--- src/rtl/mem_arbiter_pkg.sv ---
// Shared types and helpers for the N-port RAM front end.
// Byte strobes map to bit masks consumed by the RAM model.
package mem_pkg;

  localparam logic [63:0] BASE_ADDR_DEF = 64'h8000_0000;

  typedef enum logic [1:0] {
    IDLE,
    ACCESS,
    WAIT,
    RESP
  } state_t;

  function automatic logic [63:0] strb2mask(
    input logic [7:0] s
  );
    logic [63:0] m;
    for (int k = 0; k < 8; k++) begin
      m[k*8 +: 8] = {8{s[k]}};
    end
    return m;
  endfunction

endpackage

--- src/rtl/mem_arbiter_if.sv ---
// Requester-side bundle: per-port request handshake plus
// the shared response bus.
interface mem_arbiter_if #(
  parameter int N_PORTS = 2,
  parameter int ADDR_W  = 64
);

  logic [N_PORTS-1:0]        req_valid;
  logic [N_PORTS-1:0]        req_ready;
  logic [N_PORTS-1:0]        req_we;
  logic [N_PORTS*ADDR_W-1:0] req_addr;
  logic [N_PORTS*64-1:0]     req_wdata;
  logic [N_PORTS*8-1:0]      req_wstrb;
  logic [N_PORTS-1:0]        rsp_valid;
  logic [63:0]               rsp_rdata;
  logic                      rsp_err;

  modport master (
    output req_valid, req_we, req_addr,
    output req_wdata, req_wstrb,
    input  req_ready, rsp_valid,
    input  rsp_rdata, rsp_err
  );

  modport slave (
    input  req_valid, req_we, req_addr,
    input  req_wdata, req_wstrb,
    output req_ready, rsp_valid,
    output rsp_rdata, rsp_err
  );

endinterface

--- src/rtl/mem_arbiter_rr_arbiter.sv ---
// Combinational round-robin picker: first requester at or
// above ptr, wrapping around.
module rr_arbiter #(
  parameter int N_PORTS = 2,
  parameter int PW = (N_PORTS > 1) ? $clog2(N_PORTS) : 1
) (
  input  logic [N_PORTS-1:0] req,
  input  logic [PW-1:0]      ptr,
  output logic [N_PORTS-1:0] grant,
  output logic [PW-1:0]      idx,
  output logic               any
);

  always_comb begin : pick
    logic [PW-1:0] p;
    grant = '0;
    idx   = '0;
    any   = 1'b0;
    p     = '0;
    for (int i = 0; i < N_PORTS; i++) begin
      p = PW'((int'(ptr) + i) % N_PORTS);
      if (!any && req[p]) begin
        any      = 1'b1;
        grant[p] = 1'b1;
        idx      = p;
      end
    end
  end

endmodule

--- src/rtl/mem_arbiter.sv ---
// N-port round-robin front end for a single-port word RAM.
// One transaction in flight; byte address -> 64-bit word index.
module mem_arbiter
  import mem_pkg::*;
#(
  parameter int          N_PORTS   = 2,
  parameter int          ADDR_W    = 64,
  parameter int          DATA_W    = 64,
  parameter logic [63:0] BASE_ADDR = BASE_ADDR_DEF,
  parameter int          RD_LAT    = 1
) (
  input  logic        clk,
  input  logic        rst,
  mem_arbiter_if.slave bus,
  output logic        ram_ren,
  output logic [63:0] ram_ridx,
  input  logic [63:0] ram_rdata,
  output logic        ram_wen,
  output logic [63:0] ram_widx,
  output logic [63:0] ram_wdata,
  output logic [63:0] ram_wmask
);

  localparam int PW = (N_PORTS > 1) ? $clog2(N_PORTS) : 1;

  if (DATA_W != 64 || RD_LAT < 1 || RD_LAT > 4) begin : g_chk
    $error("mem_arbiter: DATA_W must be 64, RD_LAT 1..4");
  end

  state_t        state, state_n;
  logic [PW-1:0] rr_ptr, gnt_q, gidx;
  logic [N_PORTS-1:0] grant;
  logic          any;
  logic [2:0]    cnt;
  logic          we_q, err_q;
  logic [ADDR_W-1:0] addr_q;
  logic [63:0]   wdata_q, rdata_q;
  logic [7:0]    strb_q;
  logic [63:0]   a64, idx;
  logic          below;

  rr_arbiter #(.N_PORTS(N_PORTS), .PW(PW)) u_rr (
    .req   (bus.req_valid),
    .ptr   (rr_ptr),
    .grant (grant),
    .idx   (gidx),
    .any   (any)
  );

  assign a64   = 64'(addr_q);
  assign below = a64 < BASE_ADDR;
  assign idx   = (a64 - BASE_ADDR) >> 3;

  always_ff @(posedge clk or negedge rst) begin
    if (!rst) begin
      state   <= IDLE;
      rr_ptr  <= '0;
      gnt_q   <= '0;
      cnt     <= '0;
      we_q    <= 1'b0;
      err_q   <= 1'b0;
      addr_q  <= '0;
      wdata_q <= '0;
      rdata_q <= '0;
      strb_q  <= '0;
    end else begin
      state <= state_n;
      unique case (state)
        IDLE: if (any) begin
          gnt_q   <= gidx;
          we_q    <= bus.req_we[gidx];
          addr_q  <= bus.req_addr[gidx*ADDR_W +: ADDR_W];
          wdata_q <= bus.req_wdata[gidx*64 +: 64];
          strb_q  <= bus.req_wstrb[gidx*8 +: 8];
          err_q   <= 1'b0;
        end
        ACCESS: begin
          err_q <= below;
          if (!we_q && !below) begin
            if (RD_LAT == 1) rdata_q <= ram_rdata;
            else cnt <= 3'(RD_LAT - 1);
          end
        end
        WAIT: begin
          cnt <= cnt - 3'd1;
          if (cnt == 3'd1) rdata_q <= ram_rdata;
        end
        RESP: begin
          rr_ptr <= (gnt_q == PW'(N_PORTS - 1)) ?
                    '0 : gnt_q + 1'b1;
        end
        default: ;
      endcase
    end
  end

  always_comb begin
    state_n       = state;
    bus.req_ready = '0;
    bus.rsp_valid = '0;
    bus.rsp_rdata = '0;
    bus.rsp_err   = 1'b0;
    ram_ren       = 1'b0;
    ram_ridx      = '0;
    ram_wen       = 1'b0;
    ram_widx      = '0;
    ram_wdata     = '0;
    ram_wmask     = '0;
    unique case (state)
      IDLE: begin
        // gated so nothing is readied while reset is held
        if (rst) bus.req_ready = grant;
        if (any) state_n = ACCESS;
      end
      ACCESS: begin
        state_n = RESP;
        if (below) begin
          state_n = RESP;
        end else if (!we_q) begin
          ram_ren  = 1'b1;
          ram_ridx = idx;
          if (RD_LAT != 1) state_n = WAIT;
        end else begin
          ram_wen   = |strb_q;
          ram_widx  = idx;
          ram_wdata = wdata_q;
          ram_wmask = strb2mask(strb_q);
        end
      end
      WAIT: begin
        ram_ren  = 1'b1;
        ram_ridx = idx;
        if (cnt == 3'd1) state_n = RESP;
      end
      RESP: begin
        bus.rsp_valid[gnt_q] = 1'b1;
        bus.rsp_err          = err_q;
        if (!we_q && !err_q) bus.rsp_rdata = rdata_q;
        state_n = IDLE;
      end
      default: state_n = IDLE;
    endcase
  end

endmodule

--- src/flat_wrapper.sv ---
// flat-port wrapper written by rule: the top's interface ports become plain ports
module mem_arbiter_flat import mem_pkg::*;
#(
  parameter int          N_PORTS   = 2,
  parameter int          ADDR_W    = 64,
  parameter int          DATA_W    = 64,
  parameter logic [63:0] BASE_ADDR = BASE_ADDR_DEF,
  parameter int          RD_LAT    = 1
)
  (clk, rst, ram_ren, ram_ridx, ram_rdata, ram_wen, ram_widx, ram_wdata, ram_wmask, bus_req_valid, bus_req_we, bus_req_addr, bus_req_wdata, bus_req_wstrb, bus_req_ready, bus_rsp_valid, bus_rsp_rdata, bus_rsp_err);
  mem_arbiter_if #(.N_PORTS(N_PORTS), .ADDR_W(ADDR_W)) bus_i ();
  input  logic clk;
  input  logic rst;
  output logic ram_ren;
  output logic [63:0] ram_ridx;
  input  logic [63:0] ram_rdata;
  output logic ram_wen;
  output logic [63:0] ram_widx;
  output logic [63:0] ram_wdata;
  output logic [63:0] ram_wmask;
  input wire logic [$bits(bus_i.req_valid)-1:0] bus_req_valid;
  input wire logic [$bits(bus_i.req_we)-1:0] bus_req_we;
  input wire logic [$bits(bus_i.req_addr)-1:0] bus_req_addr;
  input wire logic [$bits(bus_i.req_wdata)-1:0] bus_req_wdata;
  input wire logic [$bits(bus_i.req_wstrb)-1:0] bus_req_wstrb;
  output wire logic [$bits(bus_i.req_ready)-1:0] bus_req_ready;
  output wire logic [$bits(bus_i.rsp_valid)-1:0] bus_rsp_valid;
  output wire logic [$bits(bus_i.rsp_rdata)-1:0] bus_rsp_rdata;
  output wire logic [$bits(bus_i.rsp_err)-1:0] bus_rsp_err;
  assign bus_i.req_valid = bus_req_valid;
  assign bus_i.req_we = bus_req_we;
  assign bus_i.req_addr = bus_req_addr;
  assign bus_i.req_wdata = bus_req_wdata;
  assign bus_i.req_wstrb = bus_req_wstrb;
  assign bus_req_ready = bus_i.req_ready;
  assign bus_rsp_valid = bus_i.rsp_valid;
  assign bus_rsp_rdata = bus_i.rsp_rdata;
  assign bus_rsp_err = bus_i.rsp_err;
  mem_arbiter #(.N_PORTS(N_PORTS), .ADDR_W(ADDR_W), .DATA_W(DATA_W), .BASE_ADDR(BASE_ADDR), .RD_LAT(RD_LAT)) u_core (.clk(clk), .rst(rst), .bus(bus_i), .ram_ren(ram_ren), .ram_ridx(ram_ridx), .ram_rdata(ram_rdata), .ram_wen(ram_wen), .ram_widx(ram_widx), .ram_wdata(ram_wdata), .ram_wmask(ram_wmask));
endmodule
--- config.mk ---
export PLATFORM = sky130hd
export DESIGN_NAME = mem_arbiter_flat
export DESIGN_NICKNAME = d
export VERILOG_FILES = /design/src/rtl/mem_arbiter_pkg.sv /design/src/rtl/mem_arbiter_if.sv /design/src/rtl/mem_arbiter_rr_arbiter.sv /design/src/rtl/mem_arbiter.sv /design/src/flat_wrapper.sv
export SDC_FILE = /design/constraint.sdc
export NUM_CORES = 1
export LEC_CHECK = 0
export CAP_MARGIN = 20
export CORE_AREA = 2 2 263 265
export CTS_BUF_LIST = sky130_fd_sc_hd__clkbuf_8
export CTS_CLUSTER_DIAMETER = 120
export CTS_CLUSTER_SIZE = 20
export DETAILED_ROUTE_END_ITERATION = 10
export DIE_AREA = 0 0 265 267
export PLACE_DENSITY_LB_ADDON = 0.1
export REMOVE_ABC_BUFFERS = 1
export SYNTH_ARGS = -nofsm -noshare
export SYNTH_HDL_FRONTEND = slang
export SYNTH_SLANG_ARGS = --single-unit
--- constraint.sdc ---
create_clock -name clk -period 4.7 [get_ports clk]
set_input_delay 0.94 -clock clk [delete_from_list [all_inputs] [get_ports clk]]
set_output_delay 0.94 -clock clk [all_outputs]
set_load 0.02 [all_outputs]
==> flow_summary.ini, run 1 <==
[global_route]
grt_usage = 0.1480
grt_max_degree = 163
grt_pass1_wl_um = 77550
overflow = 0
antenna_found_initial = 7
first_global_vias = 10910

[routing]
wl_per_cell_um = 20.42
vias_per_cell = 3.964
wl_met3_um = 5235
vias = 10640
antenna_left = 0
drt-met1-wl_um = 22370
drt_first_pass_iters = 4
wl_met2_um = 26340
first_iter_violations = 327
drt_wl_total_um = 54790
drc_errors = 0
top_layer = met5

[synthesis]
synth.area.mux_share = 0.1750
ys_seq_elements = 206
synth_xor_area_frac = 0.02219
synth_area_leader_cell = dfrtp_1
synth_seq_area_share = 0.4354
yosysUniqueCellTypes = 50
synthSimpleGateAreaFrac = 0.1795
yosys_warnings = 0
ys_top_cells_by_area = dfrtp_1 44%, mux2i_1 11%, and2_1 8.9%, o21ai_0 6.0%, mux2_1 5.7%
syn_area_um2 = 11840
synth-adder-area-share = 0.008454
async_flop_share = 1.000
synth-compound-area-share = 0.1013
netlist_instances = 1227
avgSynthCellArea_um2 = 9.650
synth_top_family_by_area = simple AND/OR/NAND/NOR gates
yosysTopAreaCellShare = 0.4354
synth-edff-count = 0
synthFlopType = dfrtp_1

[final_layout]
drive_above_1_share = 0.04886
syn_to_final_growth_pct = 65.50
mostFrequentLayoutCell = clkdlybuf4s50_1
diodes = 0
layout_common_cells = 540 x clkdlybuf4s50_1, 206 x dfrtp_1, 168 x and2_1
fillers = 7200
nNetsFinal = 2149

[die]
initial_core_util = 0.1742
pin_count = 669
core_um2 = 67990
fp.dieW_um = 265
row_count = 96
die_h_um = 267
die-area_um2 = 70760

[timing]
finalCritPeriodShare = 0.9682
relSlewSlack = 0.3627
min_period_ns = 4.550
fin_skew_ns = 0.01730
fin_ws_ns = 0.1496
drv_slew = 0
fmax_ghz = 0.2198
setup_viol = 0
final-hold-violation-count = 0
tns_ns = 0
worst_pin_slew_ns = 0.9560

[cts]
clk_latency_ns = 0.56
htreeDepth = 1
root_buffer = clkbuf_8
path_clk_slew_ns = 0.13
cts_made_buffers = 14
ctsLongestPathBuffers = 3
cts.sinks = 206
ctsHoldBuffers = 0
cts_tree = done

[worst_setup_path]
endpoint = ram_ridx[11]
cp-start-kind = register
cp_max_fo = 25
timing.reg2reg.setup_slack_ns = 1.58
r2r_end = u_core.rdata_q[0]
crit_type = reg2out
required_ns = 3.76
r2r.worst_path.cells = 6
endpoint_kind = output port
startpoint = u_core.a64[50]
worstPathArrival_ns = 3.61
reg2reg_from = u_core.state[0]

[power_and_ir_drop]
switchingPower_mw = 4.735
p_leak_nw = 9.693
max-vdd-ir-drop_uv = 275.0
switching_share = 0.4520
comb_power_share = 0.599
pwr-share-clk = 0.093
power.internal_mw = 5.741
power_density_nw_per_um2 = 534.7
seqPwrFrac = 0.308
finalPower_mw = 10.48

[placement]
dp_hpwl_um = 41150
gp_congestion = 0.7398
pre_cts_slack_ns = 0.2544
port_buffers = 656

[hold_path]
hp-class = in2async

[job]
drv_cap = 0

[run_status]
outcome = finished clean
-- synth_stat cells, drive strengths merged (10+ instances only) --
cell type	count
a21boi	28
nand2	146
xnor2	17
mux2	64
dfrtp	206
nor2	46
o21ai	142
xor2	13
clkbuf	59
nor4	10
buf	89
and2	169
mux2i	135
a21oi	36
-- power groups by stage --
stage | clock (mW) | sequential (mW) | combinational (mW)
3_5_place_dp | 0 | 3.27 | 6.42
6_report | 0.973 | 3.23 | 6.28
2_1_floorplan | 0 | 3.08 | 3.74
4_1_cts | 1.06 | 3.24 | 6.45
3_3_place_gp | 0 | 3.23 | 6.40
5_1_grt | 1.11 | 3.35 | 6.88
-- per-layer routing --
layer  vias up  global-route usage
li1       5187                   -
met1      5000              0.1751
met2       397              0.2547
met3        39             0.06163
met4        12             0.02138
met5         -                   0
-- per-stage QoR --
stage / util / hold slack, ns / instance area (um^2) / cells
detailed placement: 0.2795 / 0.4621 / 19000 / 2652
CTS: 0.2841 / 0.1941 / 19320 / 2680
global placement: 0.2795 / 0.4538 / 19000 / 2652
floorplan: - / 0.4418 / 10970 / 1084
global route: 0.2882 / 0.2190 / 19600 / 2683
finish: 0.2882 / 0.2519 / 19600 / 2683
-- what timing repair did --
item	in CTS	in global routing
cloned	2	1
setup endpoints to repair	230	123
setup buffers	8	2
pin swaps	3	1
hold endpoints to repair	0	0
gates resized for setup	35	92
-- critical path: stages (launching register included) --
cell             delay, ns
dfrtp_1               0.44
or4_4                 0.59
or3_1                 0.41
or2_1                 0.33
o31ai_4               0.34
buf_12                0.23
a21boi_1              0.10
clkdlybuf4s50_1       0.57
-- worst min-delay path by stage --
stage	slack, ns	start	endpoint	depth (start not counted)
after floorplan	0.44	u_core.wdata_q[0]	u_core.wdata_q[0]	2
after detailed placement	0.46	u_core.wdata_q[31]	u_core.wdata_q[31]	2
after global placement	0.45	u_core.wdata_q[15]	u_core.wdata_q[15]	2
after CTS	0.19	rst	u_core.rdata_q[21]	1
after global routing	0.22	rst	u_core.rdata_q[34]	1
final	0.25	rst	u_core.rdata_q[26]	1
-- logic make-up after synthesis --
kind of cell | count (synthesis)
and+or+nand+nor | 411
AOI/OAI and AO/OA | 215
DFF | 206
muxes | 199
buffers and inverters | 157
xor gates and xnor gates | 30
adders and majority gates | 8
other | 1
-- cell type report --
cell class                      instances  area (um^2)  share of cell area
Clock inverter                          3        20.02            0.001022
Sequential cell                       206         5155              0.2631
Timing Repair Buffer                  697         7189              0.3669
Tap cell                              882         1104             0.05632
Inverter                                9        33.78            0.001724
Multi-Input combinational cell        871         5887              0.3004
Clock buffer                           15        206.4             0.01054
-- state kept, by name, summed over array words and instances, names as in the netlist --
signal          flops
u_core.cnt          3
u_core.state        2
u_core.rr_ptr       1
u_core.wdata_q     64
u_core.err_q        1
u_core.gnt_q        1
u_core.a64         61
u_core.we_q         1
u_core.strb_q       8
u_core.rdata_q     64
Power figures use the tool's default switching activity.
==> run 2: changes to the inputs <==
--- a/config.mk
+++ b/config.mk
@@ -5,14 +5,14 @@
 export SDC_FILE = /design/constraint.sdc
 export NUM_CORES = 1
 export LEC_CHECK = 0
-export CAP_MARGIN = 20
+export CAP_MARGIN = 0
 export CORE_AREA = 2 2 263 265
 export CTS_BUF_LIST = sky130_fd_sc_hd__clkbuf_8
 export CTS_CLUSTER_DIAMETER = 120
 export CTS_CLUSTER_SIZE = 20
 export DETAILED_ROUTE_END_ITERATION = 10
 export DIE_AREA = 0 0 265 267
-export PLACE_DENSITY_LB_ADDON = 0.1
+export PLACE_DENSITY = 0.46
 export REMOVE_ABC_BUFFERS = 1
 export SYNTH_ARGS = -nofsm -noshare
 export SYNTH_HDL_FRONTEND = slang
==> constraint.sdc (replaced) <==
create_clock -name clk -period 4.3 [get_ports clk]
set_input_delay 0.86 -clock clk [delete_from_list [all_inputs] [get_ports clk]]
set_output_delay 0.86 -clock clk [all_outputs]
set_load 0.02 [all_outputs]
==> run 2 against run 1 <==
  * Non-clock buffer count unchanged
  * Clock skew increased by 0.0048 ns
  * Sequential power increased by 9.0%
  * Die area unchanged
  * Sequential share of layout area increased by 0.71 points
  * First-iteration DRC count decreased by 4.0%
  * Cell area decreased by 2.6%
  * Register-to-register slack got worse by 0.34 ns
  * Worst setup slack got worse by 0.030 ns
  * Critical path type unchanged
  * Critical path depth increased by 1
  * Power increased by 5.9%
==> flow_summary.ini, run 2 (synthesized netlist as in run 1, its figures left out) <==
[worst_setup_path]
required_ns = 3.44
worstPathArrival_ns = 3.32
cp_max_fo = 30
cp_common_cell = buf_12
cp-start-kind = register
cpMaxStageDelayCell = or4_4
crit_type = reg2out
cp_cell_sequence = or4_4 > or3_4 > or2_4 > o31ai_4 > buf_12 > buf_12 > a21oi_1 > dlygate4sd2_1
endpoint_kind = output port
cp_slowest_stage_delay_ns = 0.56

[power_and_ir_drop]
finalPower_mw = 11.09
p_leak_nw = 9.053
max-vdd-ir-drop_uv = 276.8
power_density_nw_per_um2 = 581.4

[placement]
port_buffers = 656
placed_area_um2 = 19040
dp.cells = 2654
dp_hpwl_um = 38010
gp_congestion = 0.7961

[final_layout]
design_area_um2 = 19080
drive_above_1_share = 0.06059
mostFrequentLayoutCell = clkdlybuf4s50_1
diodes = 0
nNetsFinal = 2147
instances_no_fill = 2681
syn_to_final_growth_pct = 61.12
layout_common_cells = 403 x clkdlybuf4s50_1, 220 x dlygate4sd2_1, 206 x dfrtp_1
fillers = 7258

[cts]
ctsLongestPathBuffers = 3
clk_latency_ns = 0.56
cts_made_buffers = 14
htreeDepth = 1
path_clk_slew_ns = 0.14
cts.sinks = 206
cts_tree = done
ctsHoldBuffers = 0
root_buffer = clkbuf_8

[routing]
drc_errors = 0
drt-met1-wl_um = 20680
wl_met3_um = 3472
antenna_left = 0
drt_first_pass_iters = 4
first_iter_violations = 314
wl_per_cell_um = 18.27
top_layer = met4
wl_met2_um = 23910
drt_wl_total_um = 48980
vias = 10560
vias_per_cell = 3.940

[timing]
worst_pin_slew_ns = 0.9034
final-hold-violation-count = 0
min_period_ns = 4.181
fmax_ghz = 0.2392
setup_viol = 0
finalCritPeriodShare = 0.9723
relSlewSlack = 0.3977
rsz0062_at_grt = true
fin_skew_ns = 0.02205
drv_slew = 0

[hold_path]
hp-class = in2async

[global_route]
grt_pass1_wl_um = 71000
grt_max_degree = 169
first_global_vias = 10980
antenna_found_initial = 1
overflow = 0
grt_usage = 0.1325

[die]
fp.dieW_um = 265
core_um2 = 67990
row_count = 96
pin_count = 669
die_h_um = 267
die-area_um2 = 70760
initial_core_util = 0.1742

[job]
drv_cap = 0

[run_status]
outcome = finished clean
==> run 2: cell types whose count changed in the layout (fill, tap and decap cells not counted), moves of 2 or more <==
cell / change
nor3_2: -2
clkinvlp_4: +2
clkbuf_2: +6
clkdlybuf4s15_1: +11
dlygate4sd2_1: +195
buf_12: +2
and2_2: +2
dlymetal6s2s_1: -89
buf_2: +12
a21oi_2: -2
clkdlybuf4s50_1: -137
==> run 2: power by group <==
group          internal (mW)  switching (mW)  total, mW
logic                   2.78            3.71       6.49
clock network          0.385           0.698       1.08
registers               2.90           0.623       3.52
==> run 2: timing repair <==
action | CTS | global route
setup buffers | 7 | 1
endpoints found under the setup margin | 250 | 86
gates resized for setup | 309 | 28
cloned | 1 | 0
pin swaps | 2 | 1
==> run 2: worst paths after layout <==
| check | start | to | slack [ns] | cells past startpoint |
|---|---|---|---|---|
| setup / recovery | u_core.a64[56] | ram_ridx[31] | 0.12 | 8 |
| hold / removal | rst | u_core.rdata_q[22] | 0.09 | 1 |
| setup reg to reg | u_core.state[0] | u_core.rdata_q[2] | 1.24 | 6 |
| hold reg to reg | u_core.wdata_q[4] | u_core.wdata_q[4] | 0.49 | 2 |
| max in group asynchronous | rst | u_core.a64[32] | 2.34 | 3 |
| min in group clk | u_core.wdata_q[4] | u_core.wdata_q[4] | 0.49 | 2 |
==> run 2: per-layer routing <==
metal | vias up | global-route usage
li1 | 5182 | -
met1 | 4915 | 0.1614
met2 | 434 | 0.2357
met3 | 31 | 0.03451
met4 | 0 | 0.02458
met5 | - | 0
==> run 2: cell type report <==
type | count | area, um^2 | share of cell area
clock buffers | 15 | 206.4 | 0.01082
clock inverters | 3 | 45.04 | 0.002361
inverters | 9 | 33.78 | 0.001771
multi-input cells | 869 | 5874 | 0.3079
flip-flops and latches | 206 | 5155 | 0.2702
well taps | 882 | 1104 | 0.05785
repair buffers | 697 | 6659 | 0.3491
==> run 2: metrics by stage <==
stage | setup slack (ns) | utilization | setup TNS, ns | hold slack, ns
final | 0.1193 | 0.2806 | 0 | 0.08914
after global routing | -0.01901 | 0.2806 | -0.2400 | 0.02449
after CTS | -0.1277 | 0.2804 | -0.1277 | 0.01928
after detailed placement | 0.1904 | 0.2801 | 0 | 0.4620
after global placement | 0.1739 | 0.2801 | 0 | 0.4536
after floorplan | -12.71 | - | -1636.63 | 0.4418
==> run 2: critical path, delay by kind of cell, from the launching register on <==
family	cells	cell delay, ns
flip-flops	1	0.40
buffers and inverters	3	0.71
AND/OR/NAND/NOR	3	1.26
AO/OA/AOI/OAI	2	0.37
